### src/rtl/game_flow_ctrl.sv
// rtl/game_flow_ctrl.sv - game sequencer: COVER -> COUNTDOWN -> GAME -> DEAD, key decode, world reset/freeze.
// Optional pause on P in GAME is enabled by defining GAME_FLOW_PAUSE_EN.
module game_flow_ctrl #(
    parameter int COUNT_CYCLES = 100_000_000,
    parameter int COUNT_SECS   = 3,
    parameter int DEAD_CYCLES  = 200_000_000
) (
    input  logic         clk,
    input  logic         rst,
    input  logic         key_valid,
    input  logic [8:0]   last_change,
    input  logic [511:0] key_down,
    input  logic         slime_die,
    output logic [1:0]   game_state,
    output logic         rst_game,
    output logic [1:0]   move_dir,
    output logic         jump,
    output logic [1:0]   countdown,
    output logic         freeze,
    output logic         paused
);

    localparam int MAX_CYC = (COUNT_CYCLES > DEAD_CYCLES) ? COUNT_CYCLES : DEAD_CYCLES;
    localparam int TW      = (MAX_CYC > 1) ? $clog2(MAX_CYC) : 1;

    localparam logic [TW-1:0] CNT_LAST  = TW'(COUNT_CYCLES - 1);
    localparam logic [TW-1:0] DEAD_LAST = TW'(DEAD_CYCLES - 1);

    localparam logic [8:0] KEY_ENTER   = 9'h05A;
    localparam logic [8:0] KEY_ENTER_X = 9'h15A;
    localparam logic [8:0] KEY_A       = 9'h01C;
    localparam logic [8:0] KEY_D       = 9'h023;
    localparam logic [8:0] KEY_SPACE   = 9'h029;
    localparam logic [8:0] KEY_P       = 9'h04D;

    typedef enum logic [1:0] {
        ST_COVER     = 2'b00,
        ST_COUNTDOWN = 2'b01,
        ST_GAME      = 2'b10,
        ST_DEAD      = 2'b11
    } state_t;

    state_t        state_q, state_d;
    logic [TW-1:0] tick_q, tick_d;
    logic [1:0]    countdown_q, countdown_d;
    logic [1:0]    move_dir_q, move_dir_d;
    logic          rst_game_q, rst_game_d;
    logic          jump_q, jump_d;
    logic          freeze_q, freeze_d;
    logic          paused_q, paused_d;

    logic make;
    logic key_a, key_d;

    // Break events clear the key_down bit, so a make is a valid event on a held key.
    assign make  = key_valid && key_down[last_change];
    assign key_a = key_down[KEY_A];
    assign key_d = key_down[KEY_D];

    always_comb begin
        state_d     = state_q;
        tick_d      = tick_q + 1'b1;
        countdown_d = countdown_q;
        rst_game_d  = 1'b0;
        jump_d      = 1'b0;
        move_dir_d  = 2'b00;
        paused_d    = paused_q;

        case (state_q)
            ST_COVER: begin
                tick_d      = '0;
                countdown_d = 2'd0;
                if (make && (last_change == KEY_ENTER || last_change == KEY_ENTER_X)) begin
                    state_d     = ST_COUNTDOWN;
                    countdown_d = 2'(COUNT_SECS);
                    rst_game_d  = 1'b1;
                end
            end
            ST_COUNTDOWN: begin
                if (tick_q == CNT_LAST) begin
                    tick_d      = '0;
                    countdown_d = countdown_q - 2'd1;
                    if (countdown_q == 2'd1) begin
                        state_d = ST_GAME;
                    end
                end
            end
            ST_GAME: begin
                tick_d = '0;
                // Death beats any key arriving in the same cycle.
                if (slime_die && !paused_q) begin
                    state_d  = ST_DEAD;
                    paused_d = 1'b0;
                end else begin
`ifdef GAME_FLOW_PAUSE_EN
                    if (make && last_change == KEY_P) begin
                        paused_d = !paused_q;
                    end
`endif
                    if (!paused_d) begin
                        move_dir_d = {key_a && !key_d, key_d && !key_a};
                        jump_d     = make && (last_change == KEY_SPACE);
                    end
                end
            end
            ST_DEAD: begin
                if (tick_q == DEAD_LAST) begin
                    state_d = ST_COVER;
                    tick_d  = '0;
                end
            end
            default: begin
                state_d = ST_COVER;
                tick_d  = '0;
            end
        endcase

`ifndef GAME_FLOW_PAUSE_EN
        paused_d = 1'b0;
`endif
        freeze_d = !(state_d == ST_GAME && !paused_d);
    end

    always_ff @(posedge clk) begin
        if (rst) begin
            state_q     <= ST_COVER;
            tick_q      <= '0;
            countdown_q <= 2'd0;
            rst_game_q  <= 1'b0;
            move_dir_q  <= 2'b00;
            jump_q      <= 1'b0;
            freeze_q    <= 1'b1;
            paused_q    <= 1'b0;
        end else begin
            state_q     <= state_d;
            tick_q      <= tick_d;
            countdown_q <= countdown_d;
            rst_game_q  <= rst_game_d;
            move_dir_q  <= move_dir_d;
            jump_q      <= jump_d;
            freeze_q    <= freeze_d;
            paused_q    <= paused_d;
        end
    end

    assign game_state = state_q;
    assign rst_game   = rst_game_q;
    assign move_dir   = move_dir_q;
    assign jump       = jump_q;
    assign countdown  = countdown_q;
    assign freeze     = freeze_q;
    assign paused     = paused_q;

endmodule

### config.mk
export PLATFORM = sky130hd
export DESIGN_NAME = game_flow_ctrl
export DESIGN_NICKNAME = d
export VERILOG_FILES = /design/src/rtl/game_flow_ctrl.sv
export SDC_FILE = /design/constraint.sdc
export NUM_CORES = 1
export LEC_CHECK = 0
export BUFFER_PORTS_ARGS = -buffer_cell sky130_fd_sc_hd__buf_4
export CORE_AREA = 2 2 208 210
export CTS_CLUSTER_SIZE = 8
export DETAILED_ROUTE_END_ITERATION = 8
export DIE_AREA = 0 0 210 212
export GPL_ROUTABILITY_DRIVEN = 1
export HOLD_SLACK_MARGIN = 0.12
export MAX_ROUTING_LAYER = met4
export SKIP_CTS_REPAIR_TIMING = 1
export SLEW_MARGIN = 20
export SYNTH_ARGS = -nofsm -noshare
export SYNTH_HDL_FRONTEND = slang
export SYNTH_SLANG_ARGS = --single-unit
export TNS_END_PERCENT = 100
### constraint.sdc
create_clock -name clk -period 3.5 [get_ports clk]
set_input_delay 0.7 -clock clk [delete_from_list [all_inputs] [get_ports clk]]
set_output_delay 0.7 -clock clk [all_outputs]
set_load 0.01 [all_outputs]
==> flow_results.org <==
** Status
- The run finished with clean final reports.

** Setup path
- Most common cell type on the critical path :: nor4b_1
- The setup check on the worst reg-to-reg path leaves a slack of 1080 ps.
- Top delay family on crit path :: simple AND/OR/NAND/NOR gates
- Critical path data arrival time :: 3330 ps
- The slowest stage of the critical path is the nor4b_1 cell.
- Slowest Stage Delay on Critical Path :: 530 ps
- Cell-by-cell listing of the critical path :: buf_6, buf_12, mux4_2, nor4b_1, nor4b_1, nand3_2, o21ai_1, or4_4, nand4_4, o32ai_2
- STA classifies the critical path endpoint as a register.
- Critical path buffers and inverters :: 2
- Of all nets on the critical path, the largest fanout is 24.
- For the worst setup path, the data required time is 3670 ps.
- Startpoint-to-endpoint class of the critical path :: in2reg
- Worst setup SP type :: input port

** Placement
- The wire-length estimate of the detail-placed layout is 35.3 mm.
- Buffers placed on the I/O ports in this run total 533.
- Final weighted congestion of routability-driven global placement :: 1.00
- Timing analysis after detailed placement gives a worst setup slack of -48.7 ps.

** Power and ir drop
- Per report_power, the clock group accounts for 27.1% of the total.
- Int Power :: 0.00151 W
- Pwr/cell area :: 192 nW/um^2
- The share of total power dissipated in combinational logic is 53.2%.
- Leakage power total :: 4.95 nW
- Sw frac :: 29.2%
- Worst vdd rail ir drop :: 0.174 mV
- Net switching power of the design :: 0.000626 W
- In this run, flip-flops and latches consume 19.7% of the power.

** STA
- The number of slew-limit violations in the final report was 0.
- Number of setup violations in the final report :: 0
- The final hold violation count came to 0.
- Max Freq :: 317 MHz
- Part of the cycle the worst path needs :: 90.2%
- Between clock sinks in the finished design, the worst skew comes to 7.94 ps.
- Time the final worst path needs with I/O delays and setup :: 3160 ps
- Setup repair after global routing missed its margin :: no
- Worst slew pin tran :: 927 ps
- Max-Slew Margin vs Limit :: 37.9%
- Once routing completed, OpenROAD measured the worst setup slack at 342 ps.

** Synthesis
- Area share of the leading cell type in the synthesized netlist :: 28.2%
- Post-Syn Instances :: 622
- Synthesis inferred 37 register bits.
- Synthesis instantiated 71 different standard cells from the library.
- The synthesized design spends more area on one cell type than any other, namely mux4_2.
- Counting every net in the synthesized netlist gives 1149.
- The average instance in the mapped netlist occupies 10.2 um^2.
- Warning count from the yosys run :: 0
- Predominant post-synthesis flop cell :: dfxtp_1
- The synthesized design contains 0 enable-type register cells.
- Fraction of the yosys area taken by sequential cells :: 11.7%
- Of all flip-flops after synthesis, the portion carrying an async set or reset was 0%.
- The cell area that synthesis handed to floorplanning was 6310 um^2.
- Biggest area contributors in the synthesized netlist :: mux4_2, mux2i_1, dfxtp_1

** Clock tree
- Clock Pin Slew Worst Setup and Hold Paths :: 60 ps
- Count of clock tree sinks :: 37
- TritonCTS clock tree :: done
- H-tree lvl count :: 2
- At the later pin of the worst-skew pair, clock insertion delay measures 280 ps.
- In this run the clock root is driven by a clkbuf_16.
- CTS buffer count :: 5
- The clock passes through at most 2 buffers.

** Drt
- Summing over every cut layer, the via total after detailed routing is 7649.
- After detailed routing, the total wire length is 40.1 mm.
- Dividing the detail-routed wire length by the instance count gives 23.6 um.
- Vias per cell :: 4.49
- Amount of wire on met2 after detailed routing :: 21.2 mm
- Number of search-and-repair iterations in the first detailed-routing pass :: 5
- The detailed router finished its first iteration with 339 violations.
- Number of nets still failing antenna checks after routing :: 0
- Uppermost routed layer :: met4
- Wire length on met3 :: 1.91 mm
- For this run, design rule violations remaining after detail routing come to 0.
- Met1 wire length :: 16.2 mm

** Floorplan
- Number of placement rows :: 76
- DIE HEIGHT :: 212 um
- Placeable core region :: 42500 um^2
- Initial Utilization :: 14.9%
- For this design the top-level I/O count stands at 535.
- Area enclosed by the die boundary :: 44500 um^2
- Overall die width :: 210 um

** Global route
- Initial antenna violation count :: 6
- Global routing used 17.7% of the available tracks across all layers.
- Entering global routing, the biggest net connects 50 pins.
- Global routing finished with a remaining overflow of 0.
- First-pass GRT wire length :: 55.3 mm
- The number of global-route vias before repair is 8344.

** Layout
- The final layout contains 1677 nets.
- In the final layout, the share of cells above drive strength 1 is 59.3%.
- The library cells used most frequently in the layout, excluding fill and tap cells, are buf_4, mux2i_1, mux4_2.
- Growth of design area from synthesis to finish :: 76.9%
- Most frequent standard cell in the layout excluding fill and tap cells :: buf_4
- Final core occ :: 26.3%

** Run
- Max-cap violations in this run came to 0.

** Min path
- The path class of the tightest hold or removal check is reg2reg.
[power groups by stage]
stage          registers, W  clock network [W]  logic [W]
2_1_floorplan      0.000431                  0   0.000485
3_3_place_gp       0.000431                  0    0.00115
3_5_place_dp       0.000431                  0    0.00116
4_1_cts            0.000421           0.000592    0.00116
5_1_grt            0.000421           0.000608    0.00122
6_report           0.000421           0.000581    0.00114
[metal layers]
layer | global-route usage, % | up-vias
met5 | - | -
met4 | 3.99 | 0
met3 | 2.14 | 34
met2 | 32.3 | 324
met1 | 20.7 | 3726
li1 | - | 3565
[final timing paths]
check                      start            to  cells after the start
setup / recovery  last_change[0]  countdown[0]                     10
hold / removal         tick_q[0]     tick_q[0]                      1
setup reg to reg      tick_q[10]    tick_q[14]                      7
hold reg to reg        tick_q[0]     tick_q[0]                      1
[synthesized netlist by cell type, types with 6 or more instances]
master      n
nand3_1    28
dfxtp_1    37
nor3_1      6
a211oi_1    6
buf_2      10
a22oi_1    37
nor4_1      6
xor2_1     17
nand2_1    45
nor2b_1    12
mux4_1      7
and2_1      8
and3_1      7
o211ai_1    9
buf_6      10
nor2_1     43
a21oi_1    10
mux4_2     79
xnor2_1     9
nand2b_1    6
buf_4      15
clkbuf_1   12
mux2i_1   104
o21ai_0     6
nand4_1     6
[stage by stage]
stage	hold WS [ps]	cell area [um^2]	std cells	total power (W)	TNS, ps
CTS	488	11200	1697	0.00217	0
floorplan	430	6310	622	0.000915	0
global placement	444	11000	1689	0.00158	-269
detailed placement	476	11000	1689	0.00159	-141
global route	517	11200	1702	0.00225	0
finish	477	11200	1703	0.00214	0
[logic make-up after synthesis]
logic type,after synthesis,share of synthesized area (%)
AO/OA/AOI/OAI,104,12.1
XOR/XNOR,26,3.61
adder cells (fa/ha/maj),2,0.396
buffers and inverters,63,7.25
flip-flops,37,11.7
multiplexers,195,48.5
other,1,0.0594
AND/OR/NAND/NOR,194,16.3
[registers in the layout, indices dropped and copies added (netlist names)]
signal and flops:
countdown 2, freeze 1, game_state 2, jump 1, move_dir 2, rst_game 1, tick_q 28
[final cells by class]
class | count | area (um^2)
multi-input combinational | 522 | 5120
tap | 546 | 683
clock buffer | 5 | 125
inverter | 6 | 22.5
clock inverter | 3 | 65.1
fill | 4503 | 31300
sequential | 37 | 741
antenna | 6 | 15.0
timing repair buffer | 578 | 4400
(Power assumes the default switching activity.)
